===== src/rtl/frame_ram_arbiter_pkg.sv =====
`default_nettype none
// ============================================================================
// frame_ram_pkg
// Shared types and default widths for the frame RAM arbiter slice.
// Revision: 1.0 - initial release
// ============================================================================
package frame_ram_pkg;

    localparam int c_ADDR_W     = 24;
    localparam int c_DATA_W     = 1;
    localparam int c_RD_LATENCY = 2;

    typedef enum logic [1:0] {
        REQ_NONE = 2'd0,
        REQ_DISP = 2'd1,
        REQ_LD   = 2'd2,
        REQ_ENG  = 2'd3
    } req_tag_e;

    typedef enum logic {
        OWN_LD  = 1'b0,
        OWN_ENG = 1'b1
    } owner_e;

endpackage
`default_nettype wire


===== src/rtl/frame_ram_arbiter_if.sv =====
`default_nettype none
// ============================================================================
// frame_ram_arbiter_if
// Request/return bundle for the display, loader and engine masters.
// Revision: 1.0 - initial release
// ============================================================================
interface frame_ram_arbiter_if
    import frame_ram_pkg::*;
#(
    parameter int ADDR_W = c_ADDR_W,
    parameter int DATA_W = c_DATA_W
);
    logic              disp_valid;
    logic              disp_ready;
    logic [ADDR_W-1:0] disp_addr;
    logic              disp_rvalid;
    logic [DATA_W-1:0] disp_rdata;

    logic              ld_valid;
    logic              ld_ready;
    logic              ld_we;
    logic [ADDR_W-1:0] ld_addr;
    logic [DATA_W-1:0] ld_wdata;
    logic              ld_rvalid;
    logic [DATA_W-1:0] ld_rdata;

    logic              eng_valid;
    logic              eng_ready;
    logic              eng_we;
    logic [ADDR_W-1:0] eng_addr;
    logic [DATA_W-1:0] eng_wdata;
    logic              eng_rvalid;
    logic [DATA_W-1:0] eng_rdata;

    modport master (
        output disp_valid, disp_addr,
        output ld_valid, ld_we, ld_addr, ld_wdata,
        output eng_valid, eng_we, eng_addr, eng_wdata,
        input  disp_ready, disp_rvalid, disp_rdata,
        input  ld_ready, ld_rvalid, ld_rdata,
        input  eng_ready, eng_rvalid, eng_rdata
    );

    modport slave (
        input  disp_valid, disp_addr,
        input  ld_valid, ld_we, ld_addr, ld_wdata,
        input  eng_valid, eng_we, eng_addr, eng_wdata,
        output disp_ready, disp_rvalid, disp_rdata,
        output ld_ready, ld_rvalid, ld_rdata,
        output eng_ready, eng_rvalid, eng_rdata
    );

endinterface
`default_nettype wire


===== src/rtl/frame_ram_arbiter_rd_tag_pipe.sv =====
`default_nettype none
// ============================================================================
// frame_ram_rd_tag_pipe
// Shift register of requester tags aligning read returns with ram_q.
// Revision: 1.0 - initial release
// ============================================================================
module frame_ram_rd_tag_pipe
    import frame_ram_pkg::*;
#(
    parameter int DEPTH = 1 + c_RD_LATENCY
)(
    input  wire logic     clk_spi,
    input  wire logic     reset,
    input  req_tag_e      i_tag,
    output req_tag_e      o_tag
);

    req_tag_e r_stage [DEPTH];

    always_ff @(posedge clk_spi or posedge reset) begin : shift
        if (reset) begin
            for (int i = 0; i < DEPTH; i++) begin
                r_stage[i] <= REQ_NONE;
            end
        end else begin
            r_stage[0] <= i_tag;
            for (int i = 1; i < DEPTH; i++) begin
                r_stage[i] <= r_stage[i-1];
            end
        end
    end

    assign o_tag = r_stage[DEPTH-1];

endmodule
`default_nettype wire


===== src/rtl/frame_ram_arbiter.sv =====
`default_nettype none
// ============================================================================
// frame_ram_arbiter
// Single-port frame RAM arbiter: display first, loader/engine in bursts.
// Revision: 1.0 - initial release
// ============================================================================
module frame_ram_arbiter
    import frame_ram_pkg::*;
#(
    parameter int ADDR_W     = c_ADDR_W,
    parameter int DATA_W     = c_DATA_W,
    parameter int RD_LATENCY = c_RD_LATENCY,
    parameter int BURST_MAX  = 16
)(
    input  wire logic              clk_spi,
    input  wire logic              reset,
    frame_ram_arbiter_if.slave     bus,
    output logic [ADDR_W-1:0]      ram_address,
    output logic [DATA_W-1:0]      ram_data,
    output logic                   ram_rden,
    output logic                   ram_wren,
    input  wire logic [DATA_W-1:0] ram_q
);

    localparam logic [7:0] c_burst_max  = 8'(BURST_MAX);
    localparam int         c_pipe_depth = 1 + RD_LATENCY;

    owner_e            r_owner;
    owner_e            w_owner_next;
    logic [7:0]        r_burst_cnt;
    logic [7:0]        w_burst_cnt_next;

    req_tag_e          w_grant;
    req_tag_e          w_owner_tag;
    req_tag_e          w_other_tag;
    req_tag_e          w_tag_in;
    req_tag_e          w_tag_out;
    logic              w_owner_valid;
    logic              w_other_valid;

    logic              w_sel_we;
    logic [ADDR_W-1:0] w_sel_addr;
    logic [DATA_W-1:0] w_sel_wdata;

    logic [ADDR_W-1:0] r_ram_address;
    logic [DATA_W-1:0] r_ram_data;
    logic              r_ram_rden;
    logic              r_ram_wren;

    logic              r_disp_rvalid;
    logic              r_ld_rvalid;
    logic              r_eng_rvalid;
    logic [DATA_W-1:0] r_disp_rdata;
    logic [DATA_W-1:0] r_ld_rdata;
    logic [DATA_W-1:0] r_eng_rdata;

    always_comb begin : arbitrate
        w_owner_tag   = REQ_ENG;
        w_other_tag   = REQ_LD;
        w_owner_valid = bus.eng_valid;
        w_other_valid = bus.ld_valid;
        if (r_owner == OWN_LD) begin
            w_owner_tag   = REQ_LD;
            w_other_tag   = REQ_ENG;
            w_owner_valid = bus.ld_valid;
            w_other_valid = bus.eng_valid;
        end

        // A zero count means no burst is running yet, so the owner holds no
        // claim and the loader takes the first tie after reset.
        w_grant = REQ_NONE;
        if (bus.disp_valid) begin
            w_grant = REQ_DISP;
        end else if (w_owner_valid && (r_burst_cnt != 8'd0) && (r_burst_cnt < c_burst_max)) begin
            w_grant = w_owner_tag;
        end else if (w_other_valid) begin
            w_grant = w_other_tag;
        end else if (w_owner_valid) begin
            w_grant = w_owner_tag;
        end
    end

    always_comb begin : burst_next
        w_owner_next     = r_owner;
        w_burst_cnt_next = r_burst_cnt;
        if ((w_grant == REQ_LD) || (w_grant == REQ_ENG)) begin
            if (w_grant == w_owner_tag) begin
                if (r_burst_cnt < c_burst_max) begin
                    w_burst_cnt_next = r_burst_cnt + 8'd1;
                end
            end else begin
                w_burst_cnt_next = 8'd1;
                if (w_grant == REQ_LD) begin
                    w_owner_next = OWN_LD;
                end else begin
                    w_owner_next = OWN_ENG;
                end
            end
        end
    end

    always_comb begin : select
        w_sel_addr  = bus.disp_addr;
        w_sel_we    = 1'b0;
        w_sel_wdata = r_ram_data;
        case (w_grant)
            REQ_LD: begin
                w_sel_addr  = bus.ld_addr;
                w_sel_we    = bus.ld_we;
                w_sel_wdata = bus.ld_wdata;
            end
            REQ_ENG: begin
                w_sel_addr  = bus.eng_addr;
                w_sel_we    = bus.eng_we;
                w_sel_wdata = bus.eng_wdata;
            end
            default: begin
            end
        endcase

        w_tag_in = REQ_NONE;
        if ((w_grant != REQ_NONE) && !w_sel_we) begin
            w_tag_in = w_grant;
        end
    end

    assign bus.disp_ready = !reset && (w_grant == REQ_DISP);
    assign bus.ld_ready   = !reset && (w_grant == REQ_LD);
    assign bus.eng_ready  = !reset && (w_grant == REQ_ENG);

    always_ff @(posedge clk_spi or posedge reset) begin : state_reg
        if (reset) begin
            r_owner     <= OWN_ENG;
            r_burst_cnt <= 8'd0;
        end else begin
            r_owner     <= w_owner_next;
            r_burst_cnt <= w_burst_cnt_next;
        end
    end

    always_ff @(posedge clk_spi or posedge reset) begin : ram_drive
        if (reset) begin
            r_ram_address <= '0;
            r_ram_data    <= '0;
            r_ram_rden    <= 1'b0;
            r_ram_wren    <= 1'b0;
        end else begin
            r_ram_rden <= 1'b0;
            r_ram_wren <= 1'b0;
            if (w_grant != REQ_NONE) begin
                r_ram_address <= w_sel_addr;
                r_ram_data    <= w_sel_wdata;
                r_ram_rden    <= !w_sel_we;
                r_ram_wren    <= w_sel_we;
            end
        end
    end

    frame_ram_rd_tag_pipe #(
        .DEPTH (c_pipe_depth)
    ) u_tag_pipe (
        .clk_spi (clk_spi),
        .reset   (reset),
        .i_tag   (w_tag_in),
        .o_tag   (w_tag_out)
    );

    always_ff @(posedge clk_spi or posedge reset) begin : return_steer
        if (reset) begin
            r_disp_rvalid <= 1'b0;
            r_ld_rvalid   <= 1'b0;
            r_eng_rvalid  <= 1'b0;
            r_disp_rdata  <= '0;
            r_ld_rdata    <= '0;
            r_eng_rdata   <= '0;
        end else begin
            r_disp_rvalid <= (w_tag_out == REQ_DISP);
            r_ld_rvalid   <= (w_tag_out == REQ_LD);
            r_eng_rvalid  <= (w_tag_out == REQ_ENG);
            if (w_tag_out == REQ_DISP) r_disp_rdata <= ram_q;
            if (w_tag_out == REQ_LD)   r_ld_rdata   <= ram_q;
            if (w_tag_out == REQ_ENG)  r_eng_rdata  <= ram_q;
        end
    end

    assign ram_address     = r_ram_address;
    assign ram_data        = r_ram_data;
    assign ram_rden        = r_ram_rden;
    assign ram_wren        = r_ram_wren;
    assign bus.disp_rvalid = r_disp_rvalid;
    assign bus.ld_rvalid   = r_ld_rvalid;
    assign bus.eng_rvalid  = r_eng_rvalid;
    assign bus.disp_rdata  = r_disp_rdata;
    assign bus.ld_rdata    = r_ld_rdata;
    assign bus.eng_rdata   = r_eng_rdata;

endmodule
`default_nettype wire


===== src/flat_wrapper.sv =====
// flat-port wrapper written by rule: the top's interface ports become plain ports
module frame_ram_arbiter_flat import frame_ram_pkg::*;
#(
    parameter int ADDR_W     = c_ADDR_W,
    parameter int DATA_W     = c_DATA_W,
    parameter int RD_LATENCY = c_RD_LATENCY,
    parameter int BURST_MAX  = 16
)
  (clk_spi, reset, ram_address, ram_data, ram_rden, ram_wren, ram_q, bus_disp_valid, bus_disp_addr, bus_ld_valid, bus_ld_we, bus_ld_addr, bus_ld_wdata, bus_eng_valid, bus_eng_we, bus_eng_addr, bus_eng_wdata, bus_disp_ready, bus_disp_rvalid, bus_disp_rdata, bus_ld_ready, bus_ld_rvalid, bus_ld_rdata, bus_eng_ready, bus_eng_rvalid, bus_eng_rdata);
  frame_ram_arbiter_if #(.ADDR_W(ADDR_W), .DATA_W(DATA_W)) bus_i ();
  input  wire logic clk_spi;
  input  wire logic reset;
  output logic [ADDR_W-1:0] ram_address;
  output logic [DATA_W-1:0] ram_data;
  output logic ram_rden;
  output logic ram_wren;
  input  wire logic [DATA_W-1:0] ram_q;
  input wire logic [$bits(bus_i.disp_valid)-1:0] bus_disp_valid;
  input wire logic [$bits(bus_i.disp_addr)-1:0] bus_disp_addr;
  input wire logic [$bits(bus_i.ld_valid)-1:0] bus_ld_valid;
  input wire logic [$bits(bus_i.ld_we)-1:0] bus_ld_we;
  input wire logic [$bits(bus_i.ld_addr)-1:0] bus_ld_addr;
  input wire logic [$bits(bus_i.ld_wdata)-1:0] bus_ld_wdata;
  input wire logic [$bits(bus_i.eng_valid)-1:0] bus_eng_valid;
  input wire logic [$bits(bus_i.eng_we)-1:0] bus_eng_we;
  input wire logic [$bits(bus_i.eng_addr)-1:0] bus_eng_addr;
  input wire logic [$bits(bus_i.eng_wdata)-1:0] bus_eng_wdata;
  output wire logic [$bits(bus_i.disp_ready)-1:0] bus_disp_ready;
  output wire logic [$bits(bus_i.disp_rvalid)-1:0] bus_disp_rvalid;
  output wire logic [$bits(bus_i.disp_rdata)-1:0] bus_disp_rdata;
  output wire logic [$bits(bus_i.ld_ready)-1:0] bus_ld_ready;
  output wire logic [$bits(bus_i.ld_rvalid)-1:0] bus_ld_rvalid;
  output wire logic [$bits(bus_i.ld_rdata)-1:0] bus_ld_rdata;
  output wire logic [$bits(bus_i.eng_ready)-1:0] bus_eng_ready;
  output wire logic [$bits(bus_i.eng_rvalid)-1:0] bus_eng_rvalid;
  output wire logic [$bits(bus_i.eng_rdata)-1:0] bus_eng_rdata;
  assign bus_i.disp_valid = bus_disp_valid;
  assign bus_i.disp_addr = bus_disp_addr;
  assign bus_i.ld_valid = bus_ld_valid;
  assign bus_i.ld_we = bus_ld_we;
  assign bus_i.ld_addr = bus_ld_addr;
  assign bus_i.ld_wdata = bus_ld_wdata;
  assign bus_i.eng_valid = bus_eng_valid;
  assign bus_i.eng_we = bus_eng_we;
  assign bus_i.eng_addr = bus_eng_addr;
  assign bus_i.eng_wdata = bus_eng_wdata;
  assign bus_disp_ready = bus_i.disp_ready;
  assign bus_disp_rvalid = bus_i.disp_rvalid;
  assign bus_disp_rdata = bus_i.disp_rdata;
  assign bus_ld_ready = bus_i.ld_ready;
  assign bus_ld_rvalid = bus_i.ld_rvalid;
  assign bus_ld_rdata = bus_i.ld_rdata;
  assign bus_eng_ready = bus_i.eng_ready;
  assign bus_eng_rvalid = bus_i.eng_rvalid;
  assign bus_eng_rdata = bus_i.eng_rdata;
  frame_ram_arbiter #(.ADDR_W(ADDR_W), .DATA_W(DATA_W), .RD_LATENCY(RD_LATENCY), .BURST_MAX(BURST_MAX)) u_core (.clk_spi(clk_spi), .reset(reset), .bus(bus_i), .ram_address(ram_address), .ram_data(ram_data), .ram_rden(ram_rden), .ram_wren(ram_wren), .ram_q(ram_q));
endmodule

===== config.mk =====
export PLATFORM = sky130hd
export DESIGN_NAME = frame_ram_arbiter_flat
export DESIGN_NICKNAME = d
export VERILOG_FILES = /design/src/rtl/frame_ram_arbiter_pkg.sv /design/src/rtl/frame_ram_arbiter_if.sv /design/src/rtl/frame_ram_arbiter_rd_tag_pipe.sv /design/src/rtl/frame_ram_arbiter.sv /design/src/flat_wrapper.sv
export SDC_FILE = /design/constraint.sdc
export NUM_CORES = 1
export LEC_CHECK = 0
export ABC_CLOCK_PERIOD_IN_PS = 2800
export CAP_MARGIN = 20
export CELL_PAD_IN_SITES_DETAIL_PLACEMENT = 0
export CELL_PAD_IN_SITES_GLOBAL_PLACEMENT = 1
export CORE_ASPECT_RATIO = 1.25
export CORE_MARGIN = 2
export CORE_UTILIZATION = 30
export CTS_BUF_LIST = sky130_fd_sc_hd__clkbuf_2
export DETAILED_ROUTE_END_ITERATION = 8
export PLACE_DENSITY = 0.81
export SLEW_MARGIN = 20
export SYNTH_ARGS = -nofsm -noshare
export SYNTH_HDL_FRONTEND = slang
export SYNTH_SLANG_ARGS = --single-unit
export TNS_END_PERCENT = 20

===== constraint.sdc =====
create_clock -name clk_spi -period 2.8 [get_ports clk_spi]
set_input_delay 0.84 -clock clk_spi [delete_from_list [all_inputs] [get_ports clk_spi]]
set_output_delay 0.84 -clock clk_spi [all_outputs]
set_load 0.01 [all_outputs]

Word level (Yosys, flattened, before mapping) --
Index checks and enable logic that the tools add are counted. Widths: inputs -> output; s select.
Word-level totals: bits in registers 48, input bits 82, output and inout port bits 36, word-level logic and storage cells 58
Operators by class: $add $sub $neg 1, order comparisons 1, equality and inequality tests 8, mux-type cells 17, bitwise gates (word level) 1, reduce and logical (&&, ||, !) cells 15
Operator list (number):
- $pmux 24 s2 | 1
- $mux 8 | 2
- $mux 2 | 5
- $add 8x1->8 const B | 1
- $eq 2x2->1 const B | 4
- $lt 8x5->1 const B | 1
- $reduce_bool 8->1 | 1
- $mux 1 | 7
- $logic_and 1x1->1 | 6
- $reduce_and 2->1 | 3
- $eq 2x1->1 const B | 2
- $pmux 1 s2 | 2
- $reduce_bool 2->1 | 2
- $eq 2x2->1 | 1
- $logic_not 1->1 | 2
- $ne 2x2->1 const B | 1
- $logic_or 1x1->1 | 1
- $not 1->1 | 1

Depth between registers and ports, before layout --
Gate-level depths: netlist (run 1).
word-level depth 10, mapped depth 7, gate-level depth less buffers 6

Modules after synthesis --
Synthesis (run 1) repeated with hierarchy kept, for this count alone.
Unflattened totals: cells, all modules 234, area total of the unflattened synthesis 2406.1 um^2
By module, submodules not included:
- frame_ram_arbiter | times used 1, cells an instance 225, area an instance 2237.1 um^2
- frame_ram_rd_tag_pipe | times used 1, cells an instance 9, area an instance 168.9 um^2

Worst setup path after synthesis (run 1) --
No wires, ideal clock.
path type input -> output, start input bus_disp_valid, end output bus_disp_ready, arrival 1.631 ns, path slack 0.329 ns, stages on the path 3, buffers on the path 2, cells stage by stage clkbuf_1 clkbuf_1 nor2b_1
On the way: cells in the longest elaborated chain, start to end 3
Ends and longest elaborated chain:
- start: declaration | RTL line flat_wrapper.sv:18 | input wire logic [$bits(bus_i.disp_valid)-1:0] bus_disp_valid;
- $mux 2 | RTL line frame_ram_arbiter.sv:72 | if (bus.disp_valid) begin
- $eq 2x1->1 | RTL line frame_ram_arbiter.sv:127 | assign bus.disp_ready = !reset && (w_grant == REQ_DISP);
- $logic_and 1x1->1 | RTL line frame_ram_arbiter.sv:127
- end: declaration | RTL line flat_wrapper.sv:28 | output wire logic [$bits(bus_i.disp_ready)-1:0] bus_disp_ready;
No other way between the ends.

Worst setup path in the final report (run 1) --
start register u_core.r_burst_cnt[1], end output bus_eng_ready
On the way: cells in the longest elaborated chain, start to end 7
Ends and longest elaborated chain:
- start: declaration | RTL line frame_ram_arbiter.sv:30 | logic [7:0] r_burst_cnt;
- start signal: assignment | RTL line frame_ram_arbiter.sv:137 | r_burst_cnt <= w_burst_cnt_next;
- parallel branches: the longest is 2 deep, another holds $lt 8x5->1
- $logic_and 1x1->1 * | RTL line frame_ram_arbiter.sv:74 | end else if (w_owner_valid && (r_burst_cnt != 8'd0) && (r_burst_cnt < c_burst_max)) begin
- $mux 2 * | RTL line frame_ram_arbiter.sv:74
- $mux 2 * | RTL line frame_ram_arbiter.sv:72
- $eq 2x2->1 * | RTL line frame_ram_arbiter.sv:129 | assign bus.eng_ready = !reset && (w_grant == REQ_ENG);
- $logic_and 1x1->1 * | RTL line frame_ram_arbiter.sv:129
- end: declaration | RTL line flat_wrapper.sv:34 | output wire logic [$bits(bus_i.eng_ready)-1:0] bus_eng_ready;
Mark *: on every way between the ends.

==> metrics.txt, run 1 <==
TritonRoute pass-1 iters 4; drt initial violations 66; Fmax achieved between 300 and 400 MHz; fin area 4020 um^2; slowest cell on the critical path dfrtp_1; layout cells sized above 1 0.206; initial antenna violation count 0; die area 8490 um^2; largest stage delay on the critical path ~0.44 ns; Yosys reg bits 48; Post-Syn Area 2330 um^2; routed wire length between 7 and 8 mm; startpoint types register; Root Buffer clkbuf_2; routability congestion estimate from global placement 0.821; diode count 0; grt ovf 0; count of cell types in the netlist 38; register area share after synthesis 0.516; max-cap violation count 0; worst path cell trace inv_1 > ha_4 > or3b_4 > a21oi_2 > or2_4 > nor3_2 > buf_2; total leakage power 1.74 nW; synthesized area per cell 10.3 um^2; Clock Skews between 0.02 and 0.03 ns; Worst-Skew Late Latency 0.43 ns; type of the tightest min-delay check reg -> reg; final hold vios 0; Mapped Nets 310; synthesis-to-layout area growth 72.6%; post-detailed-route count of antenna-violating nets 0; PortBufs between 100 and 150; P per Cell Area approximately 500 nW/um^2; unrepaired setup endpoints after global routing true; Vias per Instance 5.08; Final Cycle Share 1.01; drt wl/cell 16.1 um; Worst EP arrival around 2.0 ns; Cell Rows 35; Sink Count between 40 and 50; clock-pin slew on the worst setup and hold paths 0.26 ns; hold_buf cts 0; slew margin rel. 0.641; first-pass GRT wire length 11.9 mm; FILL cells 707; io pins 118; final number of setup-violating endpoints 2; CTS Buffer Depth 2; total placed instance area 3830 um^2; Final Max Slew Viols 0; warnings from Yosys 0; Crit Path Max Fanout 3; CP Data Required Time 1.96 ns; post-route setup slack -0.0361 ns; largest net degree at the start of global routing 29; Die X 82.8 um; Post-DP HPWL 5.44 mm; power consumption 2.05 mW; Worst Setup End Kind primary output; failing checks setup timing; total CTS buffers 5; Cells after Synth 226; Tmin final between 2 and 3 ns; vias in the first global route 2388; kind of critical path reg -> out; status finished with violations; Die Ht 103 um; CTS tree built; via count 2388; H-Tree Depth 2; core area 7440 um^2; Placement Setup Slack -0.539 ns; Slew @ Worst Pin 0.538 ns; remaining routing DRC violations 0; VDD IR-drop max 282 uV; Total Routing Usage GR 0.175; nets@finish 461; Starting Density 0.313
routing by layer:
| metal | routed length, um | vias to the layer above | global-route usage |
|---|---|---|---|
| li1 | - | 1140 | - |
| met1 | 3140 | 1147 | 0.216 |
| met2 | 3910 | 92 | 0.313 |
| met3 | 399 | 9 | 0.0400 |
| met4 | 96 | 0 | 0.0479 |
| met5 | 0 | - | 0 |
sequential cells by signal, summed over array words and instances, names as in the netlist, 2 cells and up:
signal	flops
u_core.u_tag_pipe.o_tag	2
u_core.ram_address	24
u_core.u_tag_pipe.r_stage	4
u_core.r_burst_cnt	8
placed cells by master, fill, tap and decap left out, types with 2 or more instances in the layout:
cell type and instances:
nor3_4 2, a22o_1 2, mux2_2 4, buf_4 38, nor3_2 3, a221oi_1 2, nand3_1 2, nor2_1 48
clkbuf_2 5, a221o_1 24, a2111oi_2 2, nor4_2 2, dlygate4sd2_1 3, buf_12 2, o21bai_1 2, nand2_1 4
nor2b_1 3, buf_2 2, clkdlybuf4s50_1 112, mux2i_1 3, a211o_1 2, nand2b_1 4, dfrtp_1 47, inv_2 2
inv_1 4, a21oi_1 27, and2_1 5
worst max-delay path, delay by kind of cell (launching register included):
family / cells / cell delay [ns]
AOI/OAI and AO/OA: 1 / 0.17
buffers and inverters: 2 / 0.24
and+or+nand+nor: 3 / 0.59
adders and majority gates: 1 / 0.14
DFF: 1 / 0.44
worst paths after layout:
check                                             startpoint                            to  slack (ns)  cells after the start
worst max-delay path                   u_core.r_burst_cnt[1]                 bus_eng_ready       -0.04                      7
max in group asynchronous                              reset        u_core.ram_address[10]        1.49                      4
worst min register to register  u_core.u_tag_pipe.r_stage[5]  u_core.u_tag_pipe.r_stage[3]        0.39                      0
worst max register to register         u_core.r_burst_cnt[4]         u_core.r_burst_cnt[2]        0.55                      5
worst min-delay path            u_core.u_tag_pipe.r_stage[5]  u_core.u_tag_pipe.r_stage[3]        0.39                      0
min in group asynchronous                              reset  u_core.u_tag_pipe.r_stage[3]        0.71                      3
final cells by class:
type / instances / area, um^2 / share of cell area
Clock buffer: 5 / 25.0 / 0.00622
Clock inverter: 3 / 46.3 / 0.0115
Inverter: 6 / 22.5 / 0.00560
Multi-Input combinational cell: 158 / 1110 / 0.277
Sequential cell: 48 / 1200 / 0.299
Tap cell: 92 / 115 / 0.0286
Timing Repair Buffer: 158 / 1490 / 0.372
power by group:
part / switching [mW] / internal, mW
clock: 0.239 / 0.154
sequential: 0.0641 / 0.800
combinational: 0.325 / 0.472
kinds of logic after synthesis:
logic type	Yosys count	share of synthesized area
muxes	7	0.0322
adders and majority gates	2	0.0107
AOI/OAI and AO/OA	69	0.230
buffers and inverters	20	0.0403
DFF	48	0.516
and+or+nand+nor	80	0.171
what timing repair did:
item / 4_1_cts / 5_1_grt
setup endpoints to repair: 3 / 2
hold endpoints to repair: 0 / 0
gates resized for setup: 23 / 2
setup buffers: 5 / 3
pin swaps: 7 / 2
metrics by stage:
step,utilization,TNS (ns),std cells,hold slack (ns)
CTS,0.536,-0.130,467,0.392
floorplan,-,0,226,0.331
global placement,0.515,-1.09,454,0.335
global route,0.540,-0.287,470,0.397
finish,0.540,-0.0487,470,0.388
detailed placement,0.515,-1.20,454,0.338
synth_stat cells, drive strengths merged:
cell type / n / area (um^2)
nor2b: 3 / 18.8
o41ai: 1 / 8.76
nor2: 48 / 180
mux2i: 3 / 30.0
buf: 5 / 37.5
dfstp: 1 / 26.3
a22o: 3 / 27.5
clkbuf: 9 / 33.8
o21ai: 1 / 5.00
or2: 1 / 6.26
nand2b: 4 / 25.0
nand3: 2 / 10.0
inv: 6 / 22.5
o2111ai: 1 / 8.76
a31o: 1 / 8.76
a2111o: 1 / 11.3
dfrtp: 47 / 1180
nor4: 3 / 25.0
mux2: 4 / 45.0
nand2: 4 / 15.0
or3: 1 / 6.26
a221o: 24 / 240
o21bai: 2 / 15.0
or3b: 1 / 8.76
a2111oi: 2 / 30.0
or4: 1 / 11.3
nor3: 5 / 40.0
a211o: 2 / 17.5
nor3b: 1 / 7.51
ha: 2 / 25.0
a21oi: 29 / 145
and2: 5 / 31.3
a221oi: 2 / 17.5
and4bb: 1 / 12.5
No activity file was read; power rests on OpenSTA's default activity.
==> run 2, diff against run 1 <==
SKIP_CTS_REPAIR_TIMING = 1   (was not set)
==> metrics.txt, run 2 (synthesis results as in run 1) <==
status finished with violations; failing checks setup timing; CTS Buffer Depth 2; nets@finish 459; diode count 0; vias in the first global route 2370; total placed instance area 3830 um^2; PortBufs ~120; remaining routing DRC violations 0; fin area 4000 um^2; Slew @ Worst Pin 0.548 ns; largest stage delay on the critical path 0.49 ns; synthesis-to-layout area growth 71.7%; Worst Setup End Kind primary output; total leakage power 1.75 nW; routability congestion estimate from global placement 0.821; CTS tree built; Final Max Slew Viols 0; Fmax achieved 343 MHz; kind of critical path in -> out; core area roughly 7400 um^2; io pins 118; Reg2Reg Setup Slack 0.55 ns; layout cells sized above 1 0.202; Clock Skews 0.0255 ns; VDD IR-drop max 263 uV; initial antenna violation count 0; grt ovf 0; Die Ht 103 um; post-detailed-route count of antenna-violating nets 0; Cell Rows 35; first-pass GRT wire length approximately 12 mm; Vias per Instance 5.05; power consumption between 2 and 2.5 mW; post-route setup slack -0.114 ns; Starting Density 0.313; Sink Count 48; Post-Layout Cell Count between 400 and 500; placed instance count 454; Final Cycle Share 1.04; die area 8490 um^2; slowest cell on the critical path clkdlybuf4s50_1; Worst EP arrival approximately 2.1 ns; Largest register FFs 24; Total Routing Usage GR 0.173; unrepaired setup endpoints after global routing true; Tmin final 2.91 ns; type of the tightest min-delay check reg -> reg; total CTS buffers 5; delay-heaviest family, CP buffers and inverters; Post-DP HPWL around 5.4 mm; worst path cell trace clkdlybuf4s50_1 > nand2b_1 > a21oi_4 > nor4_2 > buf_2; clock-pin slew on the worst setup and hold paths 0.26 ns; Worst-Skew Late Latency about 0.43 ns; routed wire length 7.58 mm; most frequent cells in the layout 113 x clkdlybuf4s50_1, 48 x nor2_1, 47 x dfrtp_1, 37 x buf_4, 27 x a21oi_1; drt wl/cell between 15 and 20 um; startpoint types primary input; final hold vios 0; Root Buffer clkbuf_2; TritonRoute pass-1 iters 4; most common cell after layout, fill and taps aside clkdlybuf4s50_1; Die X 82.8 um; via count 2364; WP buf/inv 2; hold_ws between 0.3 and 0.4 ns; Crit Path Max Fanout 5; H-Tree Depth 2; max-cap violation count 0; slew margin rel. 0.634; drt initial violations 77; largest net degree at the start of global routing 29; CP Data Required Time 1.96 ns; P per Cell Area 509 nW/um^2; final number of setup-violating endpoints 3
[run 2: cell types whose count changed in the layout (fill, tap and decap cells not counted), sizes merged]
| cell | previous run | this run |
|---|---|---|
| dlygate4sd2 | 3 | 0 |
| buf | 43 | 41 |
| dlymetal6s2s | 0 | 2 |
| clkdlybuf4s50 | 112 | 113 |
[run 2: routing by layer]
layer | global-route usage | up-vias | part of all wire
li1 | - | 1135 | -
met1 | 0.213 | 1142 | 0.42
met2 | 0.310 | 80 | 0.52
met3 | 0.0400 | 7 | 0.050
met4 | 0.0467 | 0 | 0.012
met5 | 0 | - | 0
[run 2: power breakdown]
group | switching (mW) | internal, mW | leakage (nW)
sequential | 0.0642 | 0.800 | 0.584
clock | 0.240 | 0.154 | 0.0396
combinational | 0.320 | 0.460 | 1.12
[run 2: worst paths after layout]
kind | startpoint | end | cells past startpoint
worst max-delay path | bus_eng_valid | bus_ld_ready | 5
worst min-delay path | u_core.u_tag_pipe.r_stage[5] | u_core.u_tag_pipe.r_stage[3] | 0
worst max register to register | u_core.r_burst_cnt[4] | u_core.r_burst_cnt[2] | 5
worst min register to register | u_core.u_tag_pipe.r_stage[5] | u_core.u_tag_pipe.r_stage[3] | 0
max in group asynchronous | reset | u_core.ram_address[15] | 4
min in group asynchronous | reset | u_core.u_tag_pipe.r_stage[3] | 3
[run 2: per-stage QoR]
stage          setup WS (ns)  setup TNS [ns]   util
2_1_floorplan          0.329               0      -
3_3_place_gp          -0.507           -1.09  0.515
3_5_place_dp          -0.539           -1.20  0.515
4_1_cts               -0.620           -1.36  0.525
5_1_grt               -0.167          -0.438  0.537
6_report              -0.114          -0.244  0.537
[run 2: cell type report]
cell class | count | area (um^2)
fill | 705 | 3440
timing repair buffer | 156 | 1480
sequential | 48 | 1200
multi-input combinational | 158 | 1100
tap | 92 | 115
clock inverter | 3 | 46.3
clock buffer | 5 | 25.0
inverter | 6 | 22.5
[run 2: worst reg2reg max path, stage by stage (launching register included)]
cell and delay [ns]:
dfrtp_1 0.48, or4_4 0.59, buf_4 0.16, a2111o_1 0.50, a2111oi_2 0.34, a211o_1 0.15
==> run 3, diff against run 2 <==
CORE_ASPECT_RATIO = 1.5   (was 1.25)
==> metrics.txt, run 3 (synthesis results as in run 1) <==
CTS tree built; largest net degree at the start of global routing 28; CTS Buffer Depth 2; Post-DP HPWL 5.71 mm; Fmax achieved approximately 340 MHz; H-Tree Depth 2; FILL cells just over 700; io pins ~120; Worst-Skew Late Latency 0.42 ns; kind of critical path reg -> out; unrepaired setup endpoints after global routing true; final hold vios 0; final number of setup-violating endpoints 2; drt wl/cell 16.2 um; synthesis-to-layout area growth 69.4%; startpoint types register; P per Cell Area 484 nW/um^2; Crit Path Max Fanout 4; total CTS buffers 5; PortBufs roughly 120; Starting Density 0.308; total leakage power 1.75 nW; Final Cycle Share 1.05; Total Routing Usage GR 0.186; VDD IR-drop max between 200 and 250 uV; Largest register FFs 24; Root Buffer clkbuf_2; initial antenna violation count 0; core area between 7000 and 8000 um^2; Vias per Instance 5.03; first-pass GRT wire length around 13 mm; status finished with violations; CP Data Required Time 1.96 ns; TritonRoute pass-1 iters 5; post-route setup slack -0.150 ns; Worst EP arrival 2.11 ns; die area 8500 um^2; layout cells sized above 1 0.175; Cell Rows 39; clock-pin slew on the worst setup and hold paths 0.24 ns; via count 2377; Placement Setup Slack -0.542 ns; most common cell after layout, fill and taps aside clkdlybuf4s50_1; nets@finish 454; routability congestion estimate from global placement 0.825; type of the tightest min-delay check reg -> reg; Die Ht 112 um; slew margin rel. 0.631; remaining routing DRC violations 0; Clock Skews around 0.023 ns; failing checks setup timing; max-cap violation count 0; grt ovf 0; post-detailed-route count of antenna-violating nets 0; Sink Count 48; diode count 0; Worst Setup End Kind primary output; Slew @ Worst Pin 0.552 ns; routed wire length 7.68 mm; drt initial violations 160; vias in the first global route 2548; post-route setup TNS -0.268 ns; Final Max Slew Viols 0; Tmin final 2.95 ns; Die X between 70 and 80 um; most frequent cells in the layout 114 x clkdlybuf4s50_1, 48 x nor2_1, 47 x dfrtp_1, 31 x buf_4, 27 x a21oi_1
-- run 3: cell type report --
type                    instances  area [um^2]  area share
repair buffers                151         1470       0.373
flip-flops and latches         48         1200       0.305
multi-input cells             158         1080       0.274
well taps                     102          128      0.0323
clock buffers                   7         35.0     0.00887
inverters                       6         22.5     0.00571
clock inverters                 1         5.00     0.00127
-- run 3: per-stage QoR --
step | utilization | hold WS [ns] | area (um^2) | power, mW | cells
6_report | 0.522 | 0.374 | 3950 | 1.91 | 473
5_1_grt | 0.522 | 0.399 | 3950 | 2.03 | 473
4_1_cts | 0.516 | 0.383 | 3900 | 1.91 | 472
3_5_place_dp | 0.510 | 0.335 | 3860 | 1.63 | 464
3_3_place_gp | 0.510 | 0.333 | 3860 | 1.61 | 464
2_1_floorplan | - | 0.331 | 2330 | 1.18 | 226
-- run 3: layer usage --
metal	vias up	share of wire	wire (um)	GRT usage
met5	-	0	0	0
met4	0	0.019	145	0.0570
met3	9	0.051	391	0.0389
met2	83	0.55	4210	0.355
met1	1168	0.38	2930	0.204
li1	1117	-	-	-
-- run 3: path summary, 6_finish.rpt --
path	cells past startpoint	from	endpoint	slack, ns
hold / removal	0	u_core.u_tag_pipe.r_stage[2]	u_core.u_tag_pipe.o_tag[0]	0.37
max in group asynchronous	4	reset	u_core.r_owner	1.29
min in group asynchronous	3	reset	u_core.u_tag_pipe.o_tag[0]	0.93
setup reg to reg	7	u_core.r_burst_cnt[4]	u_core.ram_address[6]	0.59
setup / recovery	6	u_core.r_burst_cnt[4]	bus_eng_ready	-0.15
hold reg to reg	0	u_core.u_tag_pipe.r_stage[2]	u_core.u_tag_pipe.o_tag[0]	0.37
-- run 3: critical path, cell delays in order, from the launching register on --
cell,delay (ns)
dfrtp_1,0.44
buf_4,0.15
or4_4,0.58
nor4_4,0.16
or2_4,0.16
nor3_1,0.04
dlymetal6s2s_1,0.17
-- run 3: power breakdown --
part,switching (mW),total [mW],internal [mW]
logic,0.313,0.758,0.446
registers,0.0669,0.867,0.800
clock network,0.216,0.284,0.0683
